### config.mk
export PLATFORM = sky130hd
export DESIGN_NAME = pcie_tx_st_arbiter
export DESIGN_NICKNAME = d
export VERILOG_FILES = /design/src/rtl/pcie_tx_arb_pkg.sv /design/src/rtl/avst_skid_buffer.sv /design/src/rtl/pcie_tx_st_arbiter.sv
export SDC_FILE = /design/constraint.sdc
export NUM_CORES = 1
export LEC_CHECK = 0
export BUFFER_PORTS_ARGS = -buffer_cell sky130_fd_sc_hd__buf_4
export CAP_MARGIN = 20
export CORE_AREA = 2 2 333 335
export DETAILED_ROUTE_END_ITERATION = 8
export DIE_AREA = 0 0 335 337
export SYNTH_ARGS = -nofsm -noshare
export SYNTH_HDL_FRONTEND = slang
export SYNTH_SLANG_ARGS = --single-unit
### constraint.sdc
create_clock -name clock -period 23.9 [get_ports clock]
set_input_delay 2.39 -clock clock [delete_from_list [all_inputs] [get_ports clock]]
set_output_delay 2.39 -clock clock [all_outputs]
set_load 0.02 [all_outputs]
### src/rtl/pcie_tx_arb_pkg.sv
// rtl/pcie_tx_arb_pkg.sv - shared types for the PCIe TX Avalon-ST arbiter
package pcie_tx_arb_pkg;

    localparam int AVST_DATA_WIDTH  = 256;
    localparam int AVST_EMPTY_WIDTH = 2;

    typedef enum logic [1:0] {IDLE, GNT_CPL, GNT_DMA} t_arb_state;

    typedef enum bit {SRC_CPL, SRC_DMA} t_src;

    typedef struct packed {
        logic [AVST_DATA_WIDTH-1:0]  data;
        logic [AVST_EMPTY_WIDTH-1:0] empty;
        logic                        sop;
        logic                        eop;
    } t_avst_beat;

    function automatic t_arb_state grant_state(input t_src src);
        return (src == SRC_CPL) ? GNT_CPL : GNT_DMA;
    endfunction

endpackage

### src/rtl/avst_skid_buffer.sv
// rtl/avst_skid_buffer.sv - 2-entry registered skid buffer for an Avalon-ST beat stream
module avst_skid_buffer #(
    parameter int DATA_WIDTH  = 256,
    parameter int EMPTY_WIDTH = 2
) (
    input  logic                   clock,
    input  logic                   reset,
    input  logic [DATA_WIDTH-1:0]  in_data,
    input  logic [EMPTY_WIDTH-1:0] in_empty,
    input  logic                   in_sop,
    input  logic                   in_eop,
    input  logic                   in_valid,
    output logic                   in_ready,
    output logic [DATA_WIDTH-1:0]  out_data,
    output logic [EMPTY_WIDTH-1:0] out_empty,
    output logic                   out_sop,
    output logic                   out_eop,
    output logic                   out_valid,
    input  logic                   out_ready
);

    localparam int W = DATA_WIDTH + EMPTY_WIDTH + 2;

    logic [W-1:0] main_q;
    logic [W-1:0] skid_q;
    logic         main_valid;
    logic         skid_valid;
    logic [W-1:0] in_beat;

    assign in_beat  = {in_data, in_empty, in_sop, in_eop};
    // Ready is a pure function of occupancy: the skid slot is the only thing that can block.
    assign in_ready = !skid_valid;

    always_ff @(posedge clock) begin
        if (reset) begin
            main_valid <= 1'b0;
            skid_valid <= 1'b0;
        end else if (!main_valid || out_ready) begin
            if (skid_valid) begin
                main_q     <= skid_q;
                main_valid <= 1'b1;
                skid_valid <= 1'b0;
            end else begin
                main_q     <= in_beat;
                main_valid <= in_valid;
            end
        end else if (in_valid && !skid_valid) begin
            skid_q     <= in_beat;
            skid_valid <= 1'b1;
        end
    end

    assign {out_data, out_empty, out_sop, out_eop} = main_q;
    assign out_valid = main_valid;

endmodule

### src/rtl/pcie_tx_st_arbiter.sv
// rtl/pcie_tx_st_arbiter.sv - packet-boundary round-robin arbiter of CplD and DMA onto the HIP TX port
module pcie_tx_st_arbiter
    import pcie_tx_arb_pkg::*;
#(
    parameter int DATA_WIDTH  = 256,
    parameter int EMPTY_WIDTH = 2,
    parameter int CNT_WIDTH   = 32
) (
    input  logic                   clock,
    input  logic                   reset,
    input  logic [DATA_WIDTH-1:0]  cpl_data,
    input  logic [EMPTY_WIDTH-1:0] cpl_empty,
    input  logic                   cpl_sop,
    input  logic                   cpl_eop,
    input  logic                   cpl_valid,
    output logic                   cpl_ready,
    input  logic [DATA_WIDTH-1:0]  dma_data,
    input  logic [EMPTY_WIDTH-1:0] dma_empty,
    input  logic                   dma_sop,
    input  logic                   dma_eop,
    input  logic                   dma_valid,
    output logic                   dma_ready,
    output logic [DATA_WIDTH-1:0]  tx_data,
    output logic [EMPTY_WIDTH-1:0] tx_empty,
    output logic                   tx_sop,
    output logic                   tx_eop,
    output logic                   tx_valid,
    input  logic                   tx_ready,
    output logic [CNT_WIDTH-1:0]   cnt_cpl_pkts,
    output logic [CNT_WIDTH-1:0]   cnt_dma_pkts,
    output logic                   err_protocol
);

    localparam logic [CNT_WIDTH-1:0] CNT_ONE = {{(CNT_WIDTH-1){1'b0}}, 1'b1};

    t_arb_state state;
    t_src       last_grant;
    logic       sel_cpl, sel_dma, drain_cpl, drain_dma;
    logic       buf_valid, buf_ready, accept;
    logic [DATA_WIDTH-1:0]  buf_data;
    logic [EMPTY_WIDTH-1:0] buf_empty;
    logic       buf_sop, buf_eop;

    // Grant is combinational in IDLE so a new packet's first beat needs no bubble.
    always_comb begin
        sel_cpl   = 1'b0;
        sel_dma   = 1'b0;
        drain_cpl = 1'b0;
        drain_dma = 1'b0;
        case (state)
            IDLE: begin
                if (cpl_valid && cpl_sop && (!(dma_valid && dma_sop) || last_grant == SRC_DMA))
                    sel_cpl = 1'b1;
                else if (dma_valid && dma_sop)
                    sel_dma = 1'b1;
                else begin
                    drain_cpl = cpl_valid;
                    drain_dma = dma_valid;
                end
            end
            GNT_CPL: sel_cpl = 1'b1;
            GNT_DMA: sel_dma = 1'b1;
            default: ;
        endcase
    end

    assign buf_valid = (sel_cpl && cpl_valid) || (sel_dma && dma_valid);
    assign buf_data  = sel_dma ? dma_data  : cpl_data;
    assign buf_empty = sel_dma ? dma_empty : cpl_empty;
    assign buf_sop   = sel_dma ? dma_sop   : cpl_sop;
    assign buf_eop   = sel_dma ? dma_eop   : cpl_eop;
    assign accept    = buf_valid && buf_ready && !reset;

    assign cpl_ready = !reset && ((sel_cpl && buf_ready) || drain_cpl);
    assign dma_ready = !reset && ((sel_dma && buf_ready) || drain_dma);

    always_ff @(posedge clock) begin
        if (reset) begin
            state        <= IDLE;
            last_grant   <= SRC_DMA;
            cnt_cpl_pkts <= '0;
            cnt_dma_pkts <= '0;
            err_protocol <= 1'b0;
        end else begin
            if (drain_cpl || drain_dma)
                err_protocol <= 1'b1;
            if (accept && buf_eop) begin
                if (sel_cpl)
                    cnt_cpl_pkts <= cnt_cpl_pkts + CNT_ONE;
                else
                    cnt_dma_pkts <= cnt_dma_pkts + CNT_ONE;
            end
            if (accept) begin
                if (state == IDLE) begin
                    last_grant <= sel_cpl ? SRC_CPL : SRC_DMA;
                    state      <= buf_eop ? IDLE : grant_state(sel_cpl ? SRC_CPL : SRC_DMA);
                end else begin
                    // A sop inside a granted packet is flagged but forwarded as-is.
                    if (buf_sop)
                        err_protocol <= 1'b1;
                    if (buf_eop)
                        state <= IDLE;
                end
            end
        end
    end

    avst_skid_buffer #(
        .DATA_WIDTH (DATA_WIDTH),
        .EMPTY_WIDTH(EMPTY_WIDTH)
    ) u_skid (
        .clock    (clock),
        .reset    (reset),
        .in_data  (buf_data),
        .in_empty (buf_empty),
        .in_sop   (buf_sop),
        .in_eop   (buf_eop),
        .in_valid (buf_valid),
        .in_ready (buf_ready),
        .out_data (tx_data),
        .out_empty(tx_empty),
        .out_sop  (tx_sop),
        .out_eop  (tx_eop),
        .out_valid(tx_valid),
        .out_ready(tx_ready)
    );

endmodule

Word level (Yosys, flattened, before mapping)

Index checks and enable logic that the tools add are counted.

Memory bits (read-only): 0
Latch bits: 0
Logic and storage cells: 73
Memories: 0
Output and inout port bits: 328
RAM bits: 0
Flip-flop bits (word level): 590
Bits of input ports: 525

Div/mod/pow operators: 0
Reduce and logical (&&, ||, !) cells: 31
Magnitude comparators: 0
Shift operators: 0
Equal/unequal tests: 2
Multipliers: 0
Bitwise logic cells: 3
Mux-type cells: 26
Add/sub/neg operators: 2

Operators with widths:

| kind                    | count |
|---|---|
| $mux W260               | 1 |
| $mux W256               | 1 |
| $add A32 B1 Y32 const B | 2 |
| $mux W1                 | 17 |
| $logic_and A1 B1 Y1     | 12 |
| $mux W2                 | 5 |
| $reduce_and A2 Y1       | 5 |
| $logic_or A1 B1 Y1      | 6 |
| $logic_not A1 Y1        | 4 |
| $pmux W1 S2             | 2 |
| $not A1 Y1              | 3 |
| $reduce_and A3 Y1       | 1 |
| $eq A2 B1 Y1 const B    | 1 |
| $eq A2 B2 Y1 const B    | 1 |
| $logic_not A2 Y1        | 1 |
| $reduce_bool A2 Y1      | 1 |
| $reduce_or A2 Y1        | 1 |

Depth between registers and ports, before layout

Depth after elaboration: 12
Depth in mapped cells: 9
Gate-level depth less buffers: 6

Cells and area by module

From an unflattened synthesis, not the netlist that was laid out.

Cell total of the unflattened synthesis: 1556
Area total of the unflattened synthesis: 25963.7 um2

By module, submodules not included:

| module             | times used | cells each | sequential area each (um2) | area an instance (um2) |
|---|---|---|---|---|
| avst_skid_buffer   | 1          | 818        | 15655.0                    | 19102.1 |
| pcie_tx_st_arbiter | 1          | 738        | 1361.3                     | 6861.6 |

Worst setup path before layout

No wires, ideal clock.

Path type: input -> register
From: in dma_sop
To: reg u_skid.skid_q[0] (enable)
Library setup time: 1200 ps
Cell stages on the path: 5
Arrival time: 21104 ps
Data required time: 22700 ps
Path slack: 1596 ps
Buffers on the path: 1
Path through: buf_2 and4bb_4 or4b_4 a21o_1 nor3_1

Longest elaborated chain between the ends: 10
Elaborated cells on any way between the ends: 14
Classes of those cells: mux: 5; reduce/logical: 9

RTL lines:

| what                            | RTL line                                           | text |
|---|---|---|
| start: declaration              | pcie_tx_st_arbiter.sv:19                           | `input logic dma_sop,` |
| $logic_and A1 B1 Y1 (*)         | pcie_tx_st_arbiter.sv:52, pcie_tx_st_arbiter.sv:54 |  |
| $logic_not A1 Y1                | pcie_tx_st_arbiter.sv:52                           | `if (cpl_valid && cpl_sop && (!(dma_valid && dma_sop) \|\| last_grant == SRC_DMA))` |
| $logic_or A1 B1 Y1              | pcie_tx_st_arbiter.sv:52                           |  |
| $logic_and A1 B1 Y1             | pcie_tx_st_arbiter.sv:52                           |  |
| $mux W1                         | pcie_tx_st_arbiter.sv:52                           |  |
| $pmux W1 S2                     | pcie_tx_st_arbiter.sv:50                           | `case (state)` |
| $logic_and A1 B1 Y1             | pcie_tx_st_arbiter.sv:67                           | `assign buf_valid = (sel_cpl && cpl_valid) \|\| (sel_dma && dma_valid);` |
| $logic_or A1 B1 Y1 (*)          | pcie_tx_st_arbiter.sv:67                           |  |
| $logic_and A1 B1 Y1 (*)         | avst_skid_buffer.sv:47                             | `end else if (in_valid && !skid_valid) begin` |
| $reduce_and A3 Y1 (no line) (*) | --                                                 |  |
| end signal: assignment          | avst_skid_buffer.sv:48                             | `skid_q <= in_beat;` |
| end: declaration                | avst_skid_buffer.sv:25                             | `logic [W-1:0] skid_q;` |

Mark *: on every way between the ends. The rest lies on a longest branch, timed or not.
A chain may end at the register's enable or synchronous reset.

Worst setup path in the final report

From: in dma_sop
To: out cpl_ready

Longest elaborated chain between the ends: 9
Elaborated cells on any way between the ends: 12
Classes of those cells: mux: 5; reduce/logical: 7

RTL lines:

| what                    | RTL line                                           | text |
|---|---|---|
| $logic_and A1 B1 Y1 (*) | pcie_tx_st_arbiter.sv:52, pcie_tx_st_arbiter.sv:54 |  |
| $logic_not A1 Y1        | pcie_tx_st_arbiter.sv:52                           |  |
| $logic_or A1 B1 Y1      | pcie_tx_st_arbiter.sv:52                           |  |
| $logic_and A1 B1 Y1     | pcie_tx_st_arbiter.sv:52                           |  |
| $mux W1                 | pcie_tx_st_arbiter.sv:52                           |  |
| $pmux W1 S2             | pcie_tx_st_arbiter.sv:50                           |  |
| $logic_and A1 B1 Y1     | pcie_tx_st_arbiter.sv:74                           | `assign cpl_ready = !reset && ((sel_cpl && buf_ready) \|\| drain_cpl);` |
| $logic_or A1 B1 Y1 (*)  | pcie_tx_st_arbiter.sv:74                           |  |
| $logic_and A1 B1 Y1 (*) | pcie_tx_st_arbiter.sv:74                           |  |
| end: declaration        | pcie_tx_st_arbiter.sv:16                           | `output logic cpl_ready,` |

Marks and branches as above.

==> results.md <==
- Final Max Tran Viols: 0
- Detail Route Antenna Nets: 0
- Power Total: roughly 2.6 mW
- Core area: ~110,000 µm²
- I/O Pins: 853
- Hold_ws: around 0.49 ns
- Maximum resistive drop on vdd: between 0.00004 and 0.00005 V
- Synthesized flop and latch total: between 500 and 600
- Sw Ratio: roughly a quarter
- Vias per inst: 4.38
- Synth area leader: edfxtp_1
- Total power density per cell area: 71.9 nW/µm²
- Layout cells sized above 1: between 60% and 70%
- H-tree Lvls: 3
- Port-buffer cells: between 800 and 900
- Global Route met1 Usage: 16.4%
- Postcts setup bufs: 0
- Critical Path Sink Type: primary output
- Sequential fraction of the synthesis area: 66.7%
- Worst slew margin: 28.3%
- # hold bufs at CTS: 0
- Ys async rst share: 0%
- DP Wirelength: between 50 and 60 mm
- # diodes: 0
- Residual DRC count: 0
- Vias in the first global route: 17,100
- # setup viols final: 0
- Drt total wl: between 70 and 80 mm
- Comb power frac: about 14%
- Full die area: roughly 110,000 µm²
- Site Rows: between 100 and 150
- Switching Power: a little over 0.6 mW
- Chip Height: between 300 and 400 µm
- Clk root buf: clkbuf_16
- Clock Pin Slew Worst Setup and Hold Paths: around 0.050 ns
- Detailed Routing Iterations Pass 1: 5
- Synth top area cells: edfxtp_1 61%, mux2_2 23%, dfxtp_1 5.5%
- Multi-input gate area: between 8000 and 9000 µm²
- Final Hold Fails: 0
- Final estimated routing congestion in global placement: 0.804
- Initial antenna violation count: 2
- Worst-Skew Late Latency: between 0.6 and 0.7 ns
- Layout fillers: around 11,000
- Fin crit period: around 6.2 ns
- Most common library cells after synthesis: 521 x mux2_2, 520 x edfxtp_1, 70 x dfxtp_1
- Most frequent cell after synthesis: mux2_2
- Mapped cell area: about 26,000 µm²
- Total Neg Setup Slack: 0 ns
- Worst EP arrival: around 3.8 ns
- Chip width: 335 µm
- Main synth FF type: edfxtp_1
- CP Class: input pin to primary output
- Remaining global-route overflow: 0
- Sequential standard cell area: 17,000 µm²
- Met3 Track Usage GR: 4.06%
- Yosys Warn Count: 0
- Syn_nets: approximately 2,100
- Worst slew pin tran: around 1.1 ns
- Starting Density: 23.3%
- Clk sinks: 590
- Critical Path RT: about 22 ns
- Num CTS Buffers: 70
- Crit start category: input pin
- Gr busiest metal: met2
- Largest net degree at the start of global routing: about 130
- WL/cell: between 20 and 25 µm
- Post-cts sizing count: 0
- Peak Freq: about 160 MHz
- Max cap viols: 0
- Cell variety after synth: 52
- LEAKAGE: roughly 13 nW
- Met2 Use GR: between 20 and 25%
- Vias: 17,000
- Synth Instances: about 1,600
- Clock buffer depth: 3
- Top-area cell type share of the netlist area: roughly three fifths
- Worst-case clock skew: ~0.03 ns
- Syn avg cell area: 16.4 µm²
- Sequential power share: 47.0%
- Clk pwr share: 39.0%
- Run status: finished clean
- CTS tree: done
- Final Cycle Share: about a quarter
- Worst min path class: flop to flop
- RSZ-0062 raised after global routing: no
- Post-synth EDFFs: 520
- Area grow syn2layout: 39.7%
- First-pass GRT wire length: roughly 110 mm
- Worst Path Max Fanout: 9
- First DRT Iteration DRCs: 949
- Nets@finish: 2,945
- Total track usage: 13.2%
- Internal: about 1.9 mW
==> worst paths after layout <==
path                    startpoint                 to  slack, ns  depth (start not counted)
setup reg to reg          state[0]  u_skid.skid_q[43]      19.43                          7
hold reg to reg   cnt_dma_pkts[31]   cnt_dma_pkts[31]       0.49                          2
setup / recovery           dma_sop          cpl_ready      17.71                          6
hold / removal    cnt_dma_pkts[31]   cnt_dma_pkts[31]       0.49                          2
==> layer usage <==
layer	part of all wire, %	vias to the layer above
li1	-	7943
met1	41	8435
met2	50	568
met3	7.0	98
met4	2.2	0
met5	0	-
==> registers in the layout (all words and copies together) (netlist names) <==
register / cells
u_skid.skid_valid: 1
u_skid.main_q: 260
err_protocol: 1
last_grant: 1
u_skid.skid_q: 260
cnt_dma_pkts: 32
state: 2
cnt_cpl_pkts: 32
u_skid.out_valid: 1
==> kinds of logic (layout without fill, tap and decap cells) <==
family | Yosys count | after routing | synth area share, %
buffers and inverters | 95 | 1003 | 1.52
xor gates and xnor gates | 4 | 4 | 0.137
and+or+nand+nor | 205 | 205 | 4.97
adders and majority gates | 2 | 2 | 0.0980
DFF | 590 | 590 | 66.7
muxes | 524 | 524 | 23.1
AOI/OAI and AO/OA | 140 | 140 | 3.50
==> power groups by stage <==
stage | clock, mW | sequential [mW] | combinational [mW]
2_1_floorplan | 0 | 1.28 | 0.134
3_3_place_gp | 0 | 1.23 | 0.361
3_5_place_dp | 0 | 1.23 | 0.363
4_1_cts | 1.03 | 1.21 | 0.365
5_1_grt | 1.07 | 1.21 | 0.383
6_report | 0.999 | 1.20 | 0.358
==> final cells by class <==
| class | count | area share [%] |
|---|---|---|
| well taps | 1426 | 5.00 |
| repair buffers | 874 | 18.4 |
| clock buffers | 95 | 5.29 |
| inverters | 7 | 0.0737 |
| flip-flops and latches | 590 | 47.7 |
| clock inverters | 27 | 0.618 |
| multi-input cells | 875 | 22.8 |
==> metrics by stage <==
stage	worst slack, ns	instances	utilization, %	instance area [µm²]
final	17.71	3894	32.5	35700
after global routing	17.66	3894	32.5	35700
after CTS	17.73	3894	32.5	35700
after detailed placement	17.54	3772	30.6	33500
after global placement	17.52	3772	30.6	33500
after floorplan	1.60	1560	-	25500
==> placed cells by master (no fill, tap or decap), drive strengths merged, types with 8 or more instances in the layout <==
master	count
nand4	24
edfxtp	520
nor3	8
nand2	37
clkbuf	95
nand3	21
clkinv	17
dfxtp	70
mux2	521
nor2	17
a21oi	61
nor4	9
or3	11
o31ai	42
inv	10
buf	874
or4	46
o21ai	12
==> critical path, stage by stage <==
cell      delay [ns]
buf_4           0.15
and4bb_4        0.22
or3_1           0.52
o21a_1          0.24
nor2_1          0.11
buf_4           0.16
Power figures use the tool's default switching activity.
